==> config.mk <==
export PLATFORM = sky130hd
export DESIGN_NAME = tqvp_mac
export DESIGN_NICKNAME = d
export VERILOG_FILES = /design/src/rtl/tqvp_mac.sv
export SDC_FILE = /design/constraint.sdc
export NUM_CORES = 1
export LEC_CHECK = 0
export ABC_AREA = 1
export BUFFER_PORTS_ARGS = -buffer_cell sky130_fd_sc_hd__buf_2
export CORE_MARGIN = 2
export CORE_UTILIZATION = 58
export CTS_CLUSTER_DIAMETER = 80
export DETAILED_ROUTE_END_ITERATION = 10
export PLACE_DENSITY = 0.78
export SYNTH_ARGS = -nofsm -noshare
export SYNTH_HDL_FRONTEND = slang
export SYNTH_SLANG_ARGS = --single-unit
==> constraint.sdc <==
create_clock -name clk -period 5.3 [get_ports clk]
set_input_delay 0.265 -clock clk [delete_from_list [all_inputs] [get_ports clk]]
set_output_delay 0.265 -clock clk [all_outputs]
set_load 0.005 [all_outputs]
==> src/rtl/tqvp_mac.sv <==
// tqvp_mac: memory-mapped 16x16 unsigned shift-add multiply-accumulate peripheral.
//
// A 32-bit write to OPS starts a multiply of A=data_in[15:0] by B=data_in[31:16].
// The product is built one bit of B per clock (16 steps). One more edge then adds
// it into the 32-bit accumulator, flags carry-out as sticky ovf and raises done.
//
// Register map (offsets on `address`):
//   0x00 OPS    write only: start operation (32-bit writes only)
//   0x04 ACC    read only : accumulator
//   0x08 STATUS read      : {28'b0, err, ovf, busy, done}; write bit0=1 clears done
//   0x0C CTRL   write only: bit0=1 clears acc/ovf/err/done and aborts any operation
//
// Ports:
//   clk            clock, all state on rising edge
//   rst            asynchronous active-high reset
//   ui_in          input PMOD, not used by this block
//   uo_out         accumulator bits [7:0]
//   address        register offset
//   data_in        write data
//   data_write_n   write size: 11 none, 00 8-bit, 01 16-bit, 10 32-bit
//   data_read_n    read size, same encoding; reads have no side effects
//   data_out       read data
//   data_ready     read complete (always 1)
//   user_interrupt mirrors done
module tqvp_mac (
    input  logic        clk,
    input  logic        rst,
    input  logic [7:0]  ui_in,
    output logic [7:0]  uo_out,
    input  logic [5:0]  address,
    input  logic [31:0] data_in,
    input  logic [1:0]  data_write_n,
    input  logic [1:0]  data_read_n,
    output logic [31:0] data_out,
    output logic        data_ready,
    output logic        user_interrupt
);

    typedef enum logic [1:0] {
        StIdle,
        StMul,
        StAcc
    } state_e;

    localparam logic [5:0] AddrOps    = 6'h00;
    localparam logic [5:0] AddrAcc    = 6'h04;
    localparam logic [5:0] AddrStatus = 6'h08;
    localparam logic [5:0] AddrCtrl   = 6'h0C;

    state_e      state_q, state_d;
    logic [31:0] acc_q, acc_d;
    logic [31:0] prod_q, prod_d;
    logic [15:0] a_q, a_d;
    logic [15:0] b_q, b_d;
    logic [4:0]  cnt_q, cnt_d;
    logic        done_q, done_d;
    logic        ovf_q, ovf_d;
    logic        err_q, err_d;

    logic        busy;
    logic        wr_any;
    logic        wr_ops;
    logic        clr_ctrl;
    logic        clr_done;
    logic [4:0]  step_idx;
    logic [32:0] sum;
    logic        unused_ok;

    assign unused_ok = ^ui_in;

    assign busy     = (state_q != StIdle);
    assign wr_any   = (data_write_n != 2'b11);
    assign wr_ops   = (data_write_n == 2'b10) && (address == AddrOps);
    assign clr_ctrl = wr_any && (address == AddrCtrl) && data_in[0];
    assign clr_done = wr_any && (address == AddrStatus) && data_in[0];
    // Counter runs 16..1 during MUL, so the step index is 0..15.
    assign step_idx = 5'd16 - cnt_q;
    assign sum      = {1'b0, acc_q} + {1'b0, prod_q};

    always_comb begin
        state_d = state_q;
        acc_d   = acc_q;
        prod_d  = prod_q;
        a_d     = a_q;
        b_d     = b_q;
        cnt_d   = cnt_q;
        done_d  = done_q;
        ovf_d   = ovf_q;
        err_d   = err_q;

        // Clearing done comes first so an ACC-edge set below takes priority.
        if (clr_done) begin
            done_d = 1'b0;
        end

        unique case (state_q)
            StIdle: begin
                if (wr_ops) begin
                    a_d     = data_in[15:0];
                    b_d     = data_in[31:16];
                    prod_d  = 32'd0;
                    cnt_d   = 5'd16;
                    state_d = StMul;
                end
            end
            StMul: begin
                if (wr_ops) begin
                    err_d = 1'b1;
                end
                if (b_q[0]) begin
                    prod_d = prod_q + ({16'd0, a_q} << step_idx);
                end
                b_d   = b_q >> 1;
                cnt_d = cnt_q - 5'd1;
                if (cnt_q == 5'd1) begin
                    state_d = StAcc;
                end
            end
            StAcc: begin
                if (wr_ops) begin
                    err_d = 1'b1;
                end
                acc_d = sum[31:0];
                if (sum[32]) begin
                    ovf_d = 1'b1;
                end
                done_d  = 1'b1;
                state_d = StIdle;
            end
            default: begin
                state_d = StIdle;
            end
        endcase

        // Abort overrides everything, including a pending accumulate.
        if (clr_ctrl) begin
            acc_d   = 32'd0;
            ovf_d   = 1'b0;
            err_d   = 1'b0;
            done_d  = 1'b0;
            state_d = StIdle;
        end
    end

    always_ff @(posedge clk or posedge rst) begin
        if (rst) begin
            state_q <= StIdle;
            acc_q   <= 32'd0;
            prod_q  <= 32'd0;
            a_q     <= 16'd0;
            b_q     <= 16'd0;
            cnt_q   <= 5'd0;
            done_q  <= 1'b0;
            ovf_q   <= 1'b0;
            err_q   <= 1'b0;
        end else begin
            state_q <= state_d;
            acc_q   <= acc_d;
            prod_q  <= prod_d;
            a_q     <= a_d;
            b_q     <= b_d;
            cnt_q   <= cnt_d;
            done_q  <= done_d;
            ovf_q   <= ovf_d;
            err_q   <= err_d;
        end
    end

    always_comb begin
        data_out = 32'd0;
        if (data_read_n != 2'b11) begin
            case (address)
                AddrAcc:    data_out = acc_q;
                AddrStatus: data_out = {28'd0, err_q, ovf_q, busy, done_q};
                default:    data_out = 32'd0;
            endcase
        end
    end

    assign uo_out         = acc_q[7:0];
    assign data_ready     = 1'b1;
    assign user_interrupt = done_q;

endmodule

==> results of run 1 <==
[kinds of logic (layout without fill, tap and decap cells)]
logic type,after synthesis,after routing,synth area share [%]
simple gates,819,819,35.5
mux,16,16,2.13
xor+xnor,10,10,1.10
fa+ha+maj,70,70,9.25
buf+inv,205,265,9.31
other cells,1,1,0.0389
compound gates,264,264,15.2
flops,106,106,27.5
[cell usage after synthesis (5+ instances only)]
cell type	n	area, µm²
sky130_fd_sc_hd__nand2_1	483	1810
sky130_fd_sc_hd__inv_1	153	574
sky130_fd_sc_hd__nor2_1	140	526
sky130_fd_sc_hd__nand3_1	121	606
sky130_fd_sc_hd__dfrtp_1	106	2650
sky130_fd_sc_hd__o21ai_0	88	440
sky130_fd_sc_hd__a21oi_1	83	415
sky130_fd_sc_hd__ha_1	68	851
sky130_fd_sc_hd__nor3_1	33	165
sky130_fd_sc_hd__o21ai_1	32	160
sky130_fd_sc_hd__buf_4	15	113
sky130_fd_sc_hd__o211ai_1	15	113
sky130_fd_sc_hd__nand4_1	14	87.6
sky130_fd_sc_hd__buf_2	13	65.1
sky130_fd_sc_hd__o22ai_1	12	75.1
sky130_fd_sc_hd__a31oi_1	8	50.1
sky130_fd_sc_hd__mux2_2	8	90.1
sky130_fd_sc_hd__buf_6	7	78.8
sky130_fd_sc_hd__clkbuf_1	7	26.3
sky130_fd_sc_hd__mux2_4	7	105
sky130_fd_sc_hd__o21bai_1	7	52.6
sky130_fd_sc_hd__xnor2_1	6	52.6
sky130_fd_sc_hd__inv_2	5	18.8
[registers in the layout (all words and copies together), names as in the netlist]
register and flops:
state_q 2, cnt_q 5, acc_q 32, user_interrupt 1, prod_q 32, ovf_q 1
a_q 16, b_q 16, err_q 1
[worst register-to-register path, delay by kind of cell, from the launching register on]
| kind | cells | cell delay [ps] |
|---|---|---|
| simple gates | 10 | 1560 |
| flops | 1 | 740 |
| compound gates | 3 | 730 |
| buf+inv | 2 | 550 |
| fa+ha+maj | 2 | 730 |
[routing by layer]
metal / up-vias / wire (µm)
li1: 5047 / -
met1: 4589 / 12200
met2: 318 / 12300
met3: 72 / 1360
met4: 0 / 1070
met5: - / 0
[layout make-up]
type                            instances  area (µm²)
Clock buffer                           10         229
Inverter                              161         609
Multi-Input combinational cell       1180        6080
Tap cell                              220         275
Timing Repair Buffer                   88         450
Fill cell                            1625        6030
Clock inverter                          6        81.3
Sequential cell                       106        2650
[power by group]
part | internal, mW | switching, mW | total (mW)
Combinational | 0.766 | 1.75 | 2.51
Sequential | 0.877 | 0.0627 | 0.939
Clock | 0.378 | 0.343 | 0.720
Total | 2.02 | 2.15 | 4.17
[how the worst min path moves through the flow]
stage | startpoint | to | slack (ps) | depth (start not counted)
final | rst | acc_q[3] | 40 | 2
after global routing | rst | acc_q[1] | 100 | 2
after CTS | rst | acc_q[3] | 60 | 2
after detailed placement | rst | acc_q[3] | 450 | 2
after global placement | rst | acc_q[1] | 450 | 2
after floorplan | data_in[31] | b_q[15] | 410 | 2
[cell usage in the layout (no fill, tap or decap), types with 4 or more instances in the layout]
cell and n:
sky130_fd_sc_hd__o21bai_1 7, sky130_fd_sc_hd__ha_1 68, sky130_fd_sc_hd__and2_1 4, sky130_fd_sc_hd__nand4_1 14, sky130_fd_sc_hd__xnor2_1 6, sky130_fd_sc_hd__nand3_1 121
sky130_fd_sc_hd__nand2_2 4, sky130_fd_sc_hd__or2_2 4, sky130_fd_sc_hd__nor2_1 140, sky130_fd_sc_hd__dfrtp_1 106, sky130_fd_sc_hd__o22ai_1 12, sky130_fd_sc_hd__inv_1 152
sky130_fd_sc_hd__o21ai_0 88, sky130_fd_sc_hd__mux2_2 8, sky130_fd_sc_hd__o21a_1 4, sky130_fd_sc_hd__buf_2 84, sky130_fd_sc_hd__buf_4 4, sky130_fd_sc_hd__mux2_4 7
sky130_fd_sc_hd__nand2_1 483, sky130_fd_sc_hd__o211ai_1 15, sky130_fd_sc_hd__a21oi_1 83, sky130_fd_sc_hd__inv_2 5, sky130_fd_sc_hd__clkbuf_16 9, sky130_fd_sc_hd__o21ai_1 32
sky130_fd_sc_hd__nand3b_1 4, sky130_fd_sc_hd__a31oi_1 8, sky130_fd_sc_hd__nor3_1 33
==> reports/summary.md, run 1 <==
The worst min-delay path category was input port to async pin. The run gives 0.973 as the global placement routability congestion. At the worst endpoint, the required time is 5560 ps. In this run the worst path has a maximum fanout of 20.

In this design, the largest share of critical-path delay is due to simple AND/OR/NAND/NOR gates. The fraction of registers with async set/reset is 100%. Total power for the finished layout comes to 4.17 mW. Number of warning messages in the yosys log: 0.

For the relative max-transition margin, the log shows 34.6%. The worst setup margin is 887 ps. The slowest stage of the critical path is the sky130_fd_sc_hd__dfrtp_1 cell. In the final layout, the share of cells above drive strength 1 is 9.28%. The run gives 1755 as the post-placement cell count.

The detailed router placed 10026 vias in this run. Across all hold checks on the routed design, the worst slack comes to 37.4 ps. Derived from the worst setup path, the maximum achievable clock frequency is 227 MHz. Measured along the y axis, the die boundary spans 133 µm.

The critical path starts at cnt_q[0]. The slew at the pin with the worst max-slew slack is 981 ps. For this run, the post-layout net count is 1668. The count of antenna-violating nets left after detailed routing was 0; the maximum number of pins on one net before global-route repair was 63. The cell area after technology mapping is 9630 µm², and the count of final hold-check violations is 0. After global routing the overflow that remains totals 0. The number of antenna diodes in the final layout is 0. Measured on the finished design, the core utilization comes to 63.3%. The maximum level of the CTS H-tree was 3.

Clock latency on the worst-skew pair, taken at its later pin, is 370 ps. In the final routed layout, each cell accounts on average for 15.2 µm. Post-synthesis sequential area ratio: 27.5%. The total non-filler cell area in the finished layout was 10400 µm²; the initial cell density of the core was 58.7%.

The number of global-route vias before repair is 9376. The layout overhead on the synthesized area came out at 7.77%. The number of logic stages on the critical path including buffering was 17; the count of standard-cell rows was 47. Post-CTS repair changed the size of 0 cells.

Across the run, the number of max-cap violations was 0. Counting distinct cell types in the post-synthesis netlist gives 51. In the routed design, unresolved DRC markers number 0. Global routing consumed, on the met1 layer, 41.3% of the routing resources. Traced cell by cell, the critical path runs through inv_4, ha_1, clkinv_1, nand2_1, nor2_1, a31oi_1, nand2_1, o21ai_1, nor2_1, ha_1, nand2_1, nor4_1, o21ai_0, nand3_1, nand2_1, nand3_1, nand2_1. Number of antenna violations at the first check in global routing: 0. Counting cells, the worst reg-to-reg path comes to 17. The final cycle utilization of the critical path works out to 83.3%.

The run finished with clean final reports. In the global route stage, overall resource usage came out at 31.4%. Leaving out filler cells and counting taps, the final layout contains 1771.

STA puts the critical path data arrival time at 4670 ps. The detailed router finished its first iteration with 759 violations. The HPWL after detailed placement is 21500 µm. OpenSTA, run right after detailed placement, puts the worst setup slack at 958 ps. Chip width: 133 µm. TritonCTS built the clock tree. The primary flip-flop cell chosen by synthesis mapping is sky130_fd_sc_hd__dfrtp_1.

Setup repair after global routing left no endpoint under its margin. The number of buffers inserted for hold repair after clock tree synthesis is 0, and the routing usage on met3 is 3.91%. The floorplan step defined a die boundary enclosing 17700 µm². The logs give 52.1% for the met2 track utilization from global routing and 10100 µm² for the placed cell area.

Most frequent cell on the critical path: sky130_fd_sc_hd__nand2_1. The core footprint is 16400 µm². Each instance of the synthesized netlist takes up on average 6.46 µm². The number of setup violations in the final report was 0.

The global-route wire length before repair came out at 44500 µm. IR analysis of the VDD net gives a maximum drop of 0.000347 V. In this run the power density over the cells is 402 nW/µm².

The largest single stage delay on the critical path is 740 ps. The worst setup path is captured at a flip-flop. The routed design has 27000 µm of wire. Clock skew after layout: 15.4 ps. The number of max-slew violations in the final report is 0. The termination of the worst setup path was prod_q[19].

The routed design could run at a clock period as short as 4410 ps. The tools report the start of the worst register-to-register path as cnt_q[0]. The setup check on the worst reg-to-reg path leaves a slack of 890 ps. The cell count after synthesis came out at 1491. In the final timing run, aggregate negative setup slack is 0 ps.

The root buffer cell chosen for the clock tree is sky130_fd_sc_hd__clkbuf_16. The clock sink total was 106. After clock tree synthesis, the setup repair step added 0 buffers. The total buffers and inverters traversed by the critical path is 2, and the clock-pin slew on the worst setup and hold paths is 80 ps. STA classifies the critical path startpoint as a flip-flop. The global routing stage identified its most utilized layer as met2.

Critical path start-end classification: flip-flop to flip-flop. The leakage power is 5.32 nW, and the count of flip-flops with a built-in enable after synthesis is 0. The I/O pin count is 94, and the flop and latch count out of synthesis is 106. The clock tree buffer depth is 2, and the number of I/O port buffers is 84. The first-pass iteration count of the detailed router was 5.

The capturing point of the worst reg2reg path is prod_q[19]. Using the TritonRoute via totals, the vias-per-cell ratio works out to 5.66. Counting every net in the synthesized netlist gives 1613.

The run gives 9 as the number of buffers inserted during clock tree synthesis.
No activity file was read; power rests on OpenSTA's default activity.
==> run 2: changes to the inputs <==
--- a/config.mk
+++ b/config.mk
@@ -5,10 +5,10 @@
 export SDC_FILE = /design/constraint.sdc
 export NUM_CORES = 1
 export LEC_CHECK = 0
-export ABC_AREA = 1
+export ABC_AREA = 0
 export BUFFER_PORTS_ARGS = -buffer_cell sky130_fd_sc_hd__buf_2
 export CORE_MARGIN = 2
-export CORE_UTILIZATION = 58
+export CORE_UTILIZATION = 55
 export CTS_CLUSTER_DIAMETER = 80
 export DETAILED_ROUTE_END_ITERATION = 10
 export PLACE_DENSITY = 0.78
==> constraint.sdc (replaced) <==
create_clock -name clk -period 4 [get_ports clk]
set_input_delay 0.2 -clock clk [delete_from_list [all_inputs] [get_ports clk]]
set_output_delay 0.2 -clock clk [all_outputs]
set_load 0.005 [all_outputs]
==> reports/summary.md, run 2 <==
The tools report the clock skew after layout as 10.6 ps (-4.72 ps). The minimum clock period after layout was 3850 ps (-564 ps). The logs give 0 (unchanged) for the overall overflow remaining after global route and 36400 µm (-18%) for the global-route wire length before repair. The number of global-route vias before repair was 7352 (-22%). The fraction of registers with async set/reset was 100% (unchanged); the post-synthesis share of cell area spent on xor and xnor gates was 5.81% (+4.7 points). The total vias in the final route is 7948 (-21%). The tools report the maximum level of the CTS H-tree as 3 (unchanged). The chip width works out to 131 µm (-1.3%). Number of buffers inserted during clock tree synthesis: 9 (unchanged). The number of distinct standard cells referenced by the synthesized netlist came out at 74 (+45%).

First-pass iteration count of the detailed router: 5 (unchanged). The tools report the cell area after technology mapping as 8900 µm² (-7.7%). The clock-pin slew on the worst setup and hold paths was 80 ps (about the same).

The area share of the leading cell type in the synthesized netlist was 29.8% (+2.3 points); the worst hold slack across all endpoints was 70.4 ps (+33.0 ps). For the post-synthesis sequential area ratio, the log shows 29.8% (+2.3 points). The relative max-transition margin was 32.4% (-2.2 points); the flop and latch count out of synthesis was 106 (unchanged). The count of antenna-violating nets left after detailed routing was 0 (unchanged).

The number of antenna violations at the first check in global routing is 1 (+1), and the routed length per instance is 16.3 µm (+7.4%). Leaving out fill and tap cells, the most frequent cells in the layout are 125 x sky130_fd_sc_hd__nand2_1, 105 x sky130_fd_sc_hd__dfrtp_1, 84 x sky130_fd_sc_hd__buf_2, 78 x sky130_fd_sc_hd__o21ai_0, 76 x sky130_fd_sc_hd__nor2_1. The tools report the count of routing violations after the opening detailed-route iteration as 609 (-20%). Fraction of final layout cells sized beyond drive strength 1: 22.2% (+13 points).

The flow ran to the end, and the final reports show no timing, DRC or antenna violations. The clock insertion delay at the later pin of the skew report is 360 ps (about the same). The logs give 1259 (-25%) for the net count of the finished layout and 2 (unchanged) for the clock tree buffer depth. The clock sink total came out at 106 (unchanged). Among all flip-flop cells after synthesis, the most frequent one is sky130_fd_sc_hd__dfrtp_1.

The run gives 0 (unchanged) as the number of warning messages in the yosys log. The library cell used most frequently in the layout, excluding fill and tap cells, is sky130_fd_sc_hd__nand2_1. For the core footprint, the log shows 15800 µm² (-3.5%). By count the netlist is led by 127 x sky130_fd_sc_hd__nand2_1, 106 x sky130_fd_sc_hd__dfrtp_1, 84 x sky130_fd_sc_hd__o21ai_0, 77 x sky130_fd_sc_hd__nor2_1, 73 x sky130_fd_sc_hd__a21oi_1.

The power density relative to cell area was 672 nW/µm² (+67%). The area growth from synthesis to layout is 16.6%. The run gives 0 (unchanged) as the number of inserted diodes. The tools report the cell count after synthesis as 1042 (-30%).

The run gives 4100 ps (-570 ps) as the data arrival time of the critical path. The type of element capturing the critical path was a flip-flop. For the fmax, the log shows 260 MHz (+15%). Of all cell types, the one taking the most synthesized area is sky130_fd_sc_hd__dfrtp_1. Initial cell density of the core: 56.2% (-2.5 points).

The largest registers in the layout are acc_q (32), prod_q (32). The synthesized-area fraction occupied by adder cells was 10.0% (+0.77 points). Maximum fanout encountered on the critical timing path: 7 (-65%).

The worst min-delay path category is input port to flip-flop. The critical path is of the flip-flop to flip-flop type. The remaining routing DRC violations is 0 (unchanged), and the via count normalized by instance count is 5.85 (+3.4%). The number of I/O port buffers was 84 (unchanged); the multiplexer share of the synthesized area was 10.4% (+8.2 points). The peak ir drop on the vdd network was 0.000585 V (+68%); the area fraction in and, or, nand and nor cells after synthesis was 18.0% (-17 points). The root buffer cell chosen for the clock tree is sky130_fd_sc_hd__clkbuf_16. The count of standard-cell rows was 46 (-2.1%).

The required time of the worst setup path is 4250 ps (-1310 ps). The net count of the mapped netlist came out at 1164 (-28%). Number of setup violations in the final report: 0 (unchanged).

The logs give 22200 µm (-18%) for the total wire length after detailed routing and 83 (+32%) for the maximum number of pins on one net before global-route repair. The category of the worst setup path launch point was a flip-flop. The share of the core filled with cells came out at 65.5% (+2.2 points). Height of the chip: 131 µm (-1.3%).

The count of flip-flops with a built-in enable after synthesis came out at 0 (unchanged). For the half-perimeter wire length of the detailed placement result, the log shows 16700 µm (-22%). The die area is 17200 µm² (-2.5%), and the global placement routability congestion is 0.928 (-4.6%). Yosys instantiated no cell more often than sky130_fd_sc_hd__nand2_1. By area, the combinational part of the netlist is dominated by compound AO/OA/AOI/OAI gates. The complex-gate fraction of the synthesized area is 21.4% (+6.3 points), and the leakage power is 4.95 nW (-7.1%). The mean cell area of the mapped netlist was 8.54 µm² (+32%). The I/O pin count is 94 (unchanged). TritonCTS built the clock tree. The run gives 0 (unchanged) as the count of max-cap constraint violations.

The slew at the pin with the worst max-slew slack came out at 1010 ps (+33.7 ps). Count of final hold-check violations: 0 (unchanged). Final cycle utilization of the critical path: 96.2% (+13 points). Yosys attributes the largest share of cell area to sky130_fd_sc_hd__dfrtp_1 30%, sky130_fd_sc_hd__ha_1 9.6%, sky130_fd_sc_hd__mux2i_1 6.1%, sky130_fd_sc_hd__nand2_1 5.4%, sky130_fd_sc_hd__o21ai_0 4.7%. Setup repair after global routing could not meet its margin everywhere. The number of buffers inserted for hold repair after clock tree synthesis was 0 (unchanged); the total global-route track usage was 25.4% (-6.0 points). The number of max-slew violations in the final report is 0 (unchanged).
run 2: metal layers:
metal	share of wire [%]	global-route usage (%)	vias to the layer above
met3	3.8	3.24	26
li1	-	-	3968
met4	1.7	6.10	0
met5	0	0	-
met2	47	42.4	208
met1	48	35.2	3746
run 2: area by class of cell:
class | instances | area (µm²)
repair buffers | 146 | 933
inverters | 28 | 120
clock buffers | 9 | 225
fillers | 1331 | 5460
clock inverters | 7 | 73.8
well taps | 216 | 270
multi-input cells | 846 | 6090
flip-flops and latches | 106 | 2650
run 2: worst max-delay path, stage by stage (launching register included):
cell                        delay [ps]
sky130_fd_sc_hd__dfrtp_2           430
sky130_fd_sc_hd__clkinv_8           60
sky130_fd_sc_hd__ha_4              360
sky130_fd_sc_hd__buf_8             150
sky130_fd_sc_hd__mux4_2            350
sky130_fd_sc_hd__nand2_1            90
sky130_fd_sc_hd__o21ai_0           110
sky130_fd_sc_hd__o21ai_0           310
sky130_fd_sc_hd__nor2_1            160
sky130_fd_sc_hd__ha_4              270
sky130_fd_sc_hd__a21oi_2           170
sky130_fd_sc_hd__o21ai_1           140
sky130_fd_sc_hd__a2111oi_4         270
sky130_fd_sc_hd__a21oi_4           140
sky130_fd_sc_hd__a221oi_2          270
sky130_fd_sc_hd__xnor2_1           210
sky130_fd_sc_hd__nor3_1             80
sky130_fd_sc_hd__o21bai_1          160
run 2: worst paths after layout:
check                                 start          to  slack [ps]  cells after the start
worst min register to register       b_q[4]      b_q[4]         490                      2
worst max register to register     cnt_q[0]  prod_q[31]         150                     17
worst max-delay path               cnt_q[0]  prod_q[31]         150                     17
min in group asynchronous               rst     a_q[15]          90                      2
worst min-delay path            data_in[15]     a_q[15]          70                      2
max in group asynchronous               rst   acc_q[23]        2980                      3
run 2: cell families (layout without fill, tap and decap cells):
group,count (synthesis),in the layout
compound gates,301,301
mux,80,80
simple gates,335,335
xor+xnor,59,59
buf+inv,90,190
fa+ha+maj,70,70
other cells,1,1
flops,106,106
run 2: power breakdown:
group	internal, mW	switching [mW]	total, mW
combinational	1.91	2.45	4.36
clock	0.491	0.434	0.925
sequential	1.38	0.307	1.69
run 2: stage by stage:
| stage | setup TNS [ps] | cells | total power [mW] | setup WS (ps) | cell area [µm²] |
|---|---|---|---|---|---|
| 2_1_floorplan | -4.26 | 1042 | 4.62 | -4.26 | 8960 |
| 3_3_place_gp | -0.884 | 1332 | 5.54 | -0.884 | 9750 |
| 3_5_place_dp | -103 | 1332 | 5.65 | -60.6 | 9750 |
| 4_1_cts | 0 | 1349 | 6.60 | 18.5 | 10100 |
| 5_1_grt | -68.4 | 1358 | 7.51 | -34.3 | 10400 |
| 6_report | 0 | 1358 | 6.97 | 151 | 10400 |
run 2: timing repair:
action,CTS,global route
buffers inserted,1,9
setup endpoints to repair,6,15
pin swaps,1,16
resized for setup,2,62
